<file path="src/rtl/gaus_pkg.sv">
// Shared types and constants for the Gaussian lane scheduler.
// Holds the FSM encoding, LFSR width and default seed stride.
package gaus_pkg;

    localparam int LFSR_W = 23;
    localparam logic [LFSR_W-1:0] SEED_NONZERO = 23'h000001;
    localparam logic [LFSR_W-1:0] SEED_STRIDE_DFLT = 23'd1048583;

    typedef enum logic [1:0] {
        ST_IDLE = 2'd0,
        ST_SEED = 2'd1,
        ST_WARM = 2'd2,
        ST_RUN  = 2'd3
    } gaus_sched_state_t;

    // An all-zero LFSR state never leaves zero, so it is replaced.
    function automatic logic [LFSR_W-1:0] seed_fix(input logic [LFSR_W-1:0] s);
        return (s == '0) ? SEED_NONZERO : s;
    endfunction

endpackage

</file>
<file path="src/rtl/gaus_popcnt.sv">
// Combinational population count of an N-bit lane vector.
// Shared between the scheduler and the generator datapath.
module gaus_popcnt #(
    parameter int N = 8
) (
    input  logic [N-1:0]               i_bits,
    output logic [$clog2(N+1)-1:0]     o_cnt
);

    localparam int CW = $clog2(N + 1);

    always_comb begin
        o_cnt = '0;
        for (int i = 0; i < N; i++) begin
            o_cnt = o_cnt + CW'(i_bits[i]);
        end
    end

endmodule

</file>
<file path="src/rtl/gaus_sched.sv">
// Seeds an LFSR bank, warms it up, then emits CLT Gaussian samples.
// Optional drop counter: define GAUS_SCHED_DROP_CNT_EN.
module gaus_sched
    import gaus_pkg::*;
#(
    parameter int                N_LANES     = 8,
    parameter int                N_TRIALS    = 8,
    parameter int                WARMUP      = 32,
    parameter int                OUT_W       = 12,
    parameter logic [OUT_W-1:0]  OFFSET      = 'h100,
    parameter logic [LFSR_W-1:0] SEED_STRIDE = SEED_STRIDE_DFLT
) (
    input  logic                 clk,
    input  logic                 rst_n,
    input  logic                 reseed_req,
    input  logic [LFSR_W-1:0]    reseed_seed,
    output logic                 reseed_ack,
    output logic                 busy,
    output logic [LFSR_W-1:0]    lane_seed,
    output logic [N_LANES-1:0]   lane_seed_wr,
    input  logic [N_LANES-1:0]   lane_y,
    output logic                 out_valid,
    output logic [OUT_W-1:0]     out_data,
    input  logic                 out_ready,
    output logic [15:0]          drop_cnt
);

    localparam int CNT_W  = $clog2(N_LANES + 1);
    localparam int ACC_W  = $clog2(N_LANES * N_TRIALS + 1);
    localparam int SH     = $clog2(N_TRIALS);
    localparam int LANE_W = $clog2(N_LANES);
    localparam int WARM_W = $clog2(WARMUP + 1);

    gaus_sched_state_t r_state;
    logic [LFSR_W-1:0] r_seed;
    logic [LANE_W-1:0] r_lane;
    logic [WARM_W-1:0] r_warm;
    logic [SH-1:0]     r_win;
    logic [ACC_W-1:0]  r_acc;
    logic              r_ack;
    logic              r_valid;
    logic [OUT_W-1:0]  r_data;

    logic [CNT_W-1:0]  w_cnt;
    logic [ACC_W:0]    w_sum;
    logic [ACC_W:0]    w_round;
    logic [ACC_W:0]    w_scaled;
    logic [OUT_W-1:0]  w_sample;
    logic              w_seed_st;
    logic              w_win_end;
    logic              w_accept;
    logic              w_load;

    gaus_popcnt #(
        .N (N_LANES)
    ) u_popcnt (
        .i_bits (lane_y),
        .o_cnt  (w_cnt)
    );

    assign w_sum     = {1'b0, r_acc} + (ACC_W+1)'(w_cnt);
    assign w_round   = w_sum + (ACC_W+1)'(N_TRIALS / 2);
    assign w_scaled  = w_round >> SH;
    assign w_sample  = OUT_W'(w_scaled) + OFFSET;
    assign w_seed_st = (r_state == ST_SEED);
    assign w_win_end = (r_state == ST_RUN) && (&r_win);
    assign w_accept  = r_valid & out_ready;
    assign w_load    = w_win_end & (~r_valid | out_ready);

    always_ff @(posedge clk or negedge rst_n) begin
        if (!rst_n) begin
            r_state <= ST_IDLE;
            r_seed  <= '0;
            r_lane  <= '0;
            r_warm  <= '0;
            r_win   <= '0;
            r_acc   <= '0;
            r_ack   <= 1'b0;
            r_valid <= 1'b0;
            r_data  <= '0;
        end else begin
            r_ack <= reseed_req;
            if (reseed_req) begin
                r_state <= ST_SEED;
                r_seed  <= reseed_seed;
                r_lane  <= '0;
                r_warm  <= '0;
                r_win   <= '0;
                r_acc   <= '0;
                r_valid <= 1'b0;
                r_data  <= '0;
            end else begin
                unique case (r_state)
                    ST_IDLE: begin
                    end
                    ST_SEED: begin
                        r_seed <= r_seed + SEED_STRIDE;
                        r_lane <= r_lane + 1'b1;
                        if (r_lane == LANE_W'(N_LANES - 1)) begin
                            r_state <= ST_WARM;
                            r_warm  <= '0;
                        end
                    end
                    ST_WARM: begin
                        r_warm <= r_warm + 1'b1;
                        if (r_warm == WARM_W'(WARMUP - 1)) begin
                            r_state <= ST_RUN;
                        end
                    end
                    ST_RUN: begin
                        r_win <= r_win + 1'b1;
                        r_acc <= w_win_end ? '0 : w_sum[ACC_W-1:0];
                    end
                    default: begin
                        r_state <= ST_IDLE;
                    end
                endcase
                if (w_load) begin
                    r_valid <= 1'b1;
                    r_data  <= w_sample;
                end else if (w_accept) begin
                    r_valid <= 1'b0;
                end
            end
        end
    end

`ifdef GAUS_SCHED_DROP_CNT_EN
    logic        w_drop;
    logic [15:0] r_drop;

    assign w_drop = w_win_end & r_valid & ~out_ready & ~reseed_req;

    always_ff @(posedge clk or negedge rst_n) begin
        if (!rst_n) begin
            r_drop <= '0;
        end else if (w_drop && (r_drop != 16'hFFFF)) begin
            r_drop <= r_drop + 16'd1;
        end
    end

    assign drop_cnt = r_drop;
`else
    assign drop_cnt = '0;
`endif

    assign reseed_ack   = r_ack;
    assign busy         = w_seed_st || (r_state == ST_WARM);
    assign lane_seed    = w_seed_st ? seed_fix(r_seed) : '0;
    assign lane_seed_wr = w_seed_st ?
                          ({{(N_LANES-1){1'b0}}, 1'b1} << r_lane) : '0;
    assign out_valid    = r_valid;
    assign out_data     = r_data;

endmodule

</file>
<file path="config.mk">
export PLATFORM = sky130hd
export DESIGN_NAME = gaus_sched
export DESIGN_NICKNAME = d
export VERILOG_FILES = /design/src/rtl/gaus_pkg.sv /design/src/rtl/gaus_popcnt.sv /design/src/rtl/gaus_sched.sv
export SDC_FILE = /design/constraint.sdc
export NUM_CORES = 1
export LEC_CHECK = 0
export BUFFER_PORTS_ARGS = -buffer_cell sky130_fd_sc_hd__buf_2
export CAP_MARGIN = 25
export CORE_AREA = 3 3 115 117
export CTS_BUF_LIST = sky130_fd_sc_hd__clkbuf_8
export CTS_CLUSTER_DIAMETER = 200
export DETAILED_ROUTE_END_ITERATION = 16
export DIE_AREA = 0 0 118 120
export PLACE_DENSITY_LB_ADDON = 0.3
export SYNTH_ARGS = -nofsm -noshare
export SYNTH_HDL_FRONTEND = slang
export SYNTH_HIERARCHICAL = 1
export SYNTH_SLANG_ARGS = --single-unit
</file>
<file path="constraint.sdc">
create_clock -name clk -period 4.7 [get_ports clk]
set_clock_uncertainty 0.1 [all_clocks]
set_input_delay 0 -clock clk [delete_from_list [all_inputs] [get_ports clk]]
set_output_delay 0 -clock clk [all_outputs]
set_load 0.1 [all_outputs]
</file>
==> key figures <==
Critical path
  – Worst path required time: 4.83 ns
  – Slowest stage cell, crit path: fa_1
  – Crit-path most repeated cell: fa_1
  – Reg2reg start: r_state[1]
  – Critical path arrival: 3.82 ns
  – Crit path launch type: input pin
  – CP cell instances: buf_2 > inv_1 > fa_1 > fa_1 > fa_1 > fa_1 > inv_1 > inv_1 > fa_1 > nand2b_2 > a2111o_1 > a211oi_2 > nand3_1 > a311oi_2
  – Crit Path Max Fanout: 4
  – Critical path capture point type: flip-flop
  – Max stage delay on crit path: 0.56 ns
  – CP startpoint: lane_y[2]
  – Crit Path Class: input pin to flip-flop

Clocking
  – TritonCTS clock tree: done
  – CTS sink cnt: 52
  – Worst-case clock buffer depth: 2
  – Root Driver: clkbuf_8
  – Post CTS Setup Buffer Count: 0
  – H-tree levels: 2
  – Clock transition at path regs: 0.11 ns
  – Num CTS Buffers: 5
  – Worst skew pair latency: 0.31 ns

Global routing
  – Initial antenna violation count: 0
  – Largest net degree at the start of global routing: 58
  – GRT overflow: 0
  – Vias in the first global route: 3149
  – First-pass GRT wire length: 14900 um
  – Total GRT Usage: 12.4%

Final layout
  – Final Net Count: 569
  – Layout Area Growth over Synthesis: 21.9%
  – # fillers: 1285
  – Core Util, Final: 36.0%
  – Antenna Cells: 0
  – Area of the multi-input gates: 2120 sq um
  – Share of cells above drive strength 1: 18.5%
  – Most frequent cells in the layout: 74 x buf_2, 52 x dfrtp_1, 37 x nand2_1
  – FF/Latch Area: 1300 sq um
  – Finished Cell Area: 4490 sq um
  – Most common cell after layout, fill and taps aside: buf_2

Timing
  – RSZ-0062 raised after global routing: false
  – Worst hold slack: 0.246 ns
  – Fin. Hold Viols: 0
  – Minimum clock period: 3.69 ns
  – Normalized max-slew margin: 38.8%
  – Period Utilization, post-route: 78.5%
  – Final setup violation count: 0
  – Setup_tns: 0 ns
  – Least-Margin Pin Slew: 0.918 ns
  – Fin. max-slew vios: 0
  – Achievable frequency: 0.271 GHz

Floorplan
  – Die X: 118 um
  – Row cnt: 41
  – Core area: 12500 sq um
  – I/O pins: 97
  – Starting Density: 29.6%
  – Die ar.: 14200 sq um
  – Die Y: 120 um

Routing
  – DR vias/cell: 4.57
  – Post-Route WL: 8420 um
  – DRC viols: 0
  – Vias: 3113
  – DRT iter0 DRCs: 197
  – Wire per inst: 12.4 um
  – Initial DRT Pass Iterations: 4
  – Post-route ant nets: 0

Place
  – Port Buffers: 74
  – Detail Placement HPWL: 6050 um
  – Placed cell areas: 4130 sq um
  – GPL Wtd Cong: 0.848

Flow run
  – Max-capacitance violation count: 0

Yosys
  – YS warnings: 6
  – #FFs+latches synth: 52
  – Synth Cell Area: 3690 sq um
  – Netlist cell types: 55
  – Async set or reset register ratio after synthesis: 100%
  – Register area share after synthesis: 35.3%
  – Most used DFF post-synth: dfrtp_1
  – Synth Instances: 416
  – Number of synthesized flops with an enable pin: 0
  – Mean Syn Cell Area: 8.86 sq um

Pwr
  – Comb power frac: 64.9%
  – Internal power: 982 uW
  – Pwr dens: 561 nW/um^2
  – Clk pwr share: 10.4%
  – Leakage power: 0.00213 uW
  – Net Sw Frac: 61.0%
  – Switch Pwr: 1540 uW
  – Worst vdd ir: 307 uV
  – Register share of total power: 24.6%

Min path
  – Worst hold path type: input pin to asynchronous set/reset pin

Status
  – Status: finished clean
## final timing paths
check,to,slack (ns),depth (start not counted)
setup reg to reg,r_seed[14],1.97,7
max in group asynchronous,r_warm[0],3.78,3
hold / removal,r_seed[7],0.25,3
hold reg to reg,out_data[8],0.42,2
min in group clk,r_seed[8],0.33,4
setup / recovery,out_data[4],1.01,14
## cells in the mapped netlist, drive strengths merged (7+ instances only)
master,number,share of area [%]
inv,29,3.0
clkbuf,12,1.2
nand4,8,1.8
a21oi,15,2.0
nor4,8,1.9
and2,22,3.7
nand2b,8,1.4
dfrtp,52,35
nand2,37,3.8
nor2,35,3.6
o21ai,24,3.3
buf,27,5.1
and3,10,1.7
nor2b,9,1.7
nand3,10,1.4
xnor2,14,3.3
ha,21,7.1
mux2i,7,1.9
xor2,16,3.8
## stage by stage
step                      setup slack [ns]  instances  power [uW]
final                                 1.01        681        2520
after global routing                 0.801        681        2680
after CTS                            0.977        681        2550
after detailed placement             0.626        646        2260
after global placement               0.705        646        2250
after floorplan                      0.917        437        2010
## repair_timing
item                                   4_1_cts  5_1_grt
hold buffers                                27        0
gates resized for setup                      0        0
endpoints found under the hold margin       88        0
## routing by layer
metal,up-vias,track usage [%],share of wire [%]
met1,1477,15.8,46
met5,-,0,0
met2,78,21.7,49
li1,1551,-,-
met3,7,2.45,4.8
met4,0,2.93,0.86
## final cells by class
type,count,area share (%)
Clock inverter,3,0.446
Inverter,29,2.42
Multi-Input combinational cell,317,47.2
Sequential cell,52,29.0
Clock buffer,5,1.53
Tap cell,172,4.79
Timing Repair Buffer,103,14.6
## cell families after synthesis
kind of cell | after synthesis | synth area share [%]
flops | 52 | 35.3
buf+inv | 68 | 9.27
simple gates | 161 | 23.8
compound gates | 70 | 12.4
mux | 8 | 2.21
other cells | 1 | 0.102
fa+ha+maj | 26 | 9.84
xor+xnor | 30 | 7.13
## sequential cells by signal, indices dropped and copies added, names as in the netlist
signal,flops
r_seed,23
out_data,6
r_acc,7
r_warm,6
reseed_ack,1
r_state,2
out_valid,1
r_lane,3
r_win,3
## power by group through the flow
stage	registers [uW]	clock network, uW	logic [uW]
global route	636	291	1750
finish	621	263	1640
global placement	624	0	1630
floorplan	605	0	1410
CTS	621	277	1650
detailed placement	629	0	1630
## critical path, delay by kind of cell
family	cells	cell delay, ns
compound gates	3	0.87
fa+ha+maj	5	2.32
buf+inv	4	0.27
simple gates	2	0.36
Note: power is estimated with default switching activity, not from simulation.
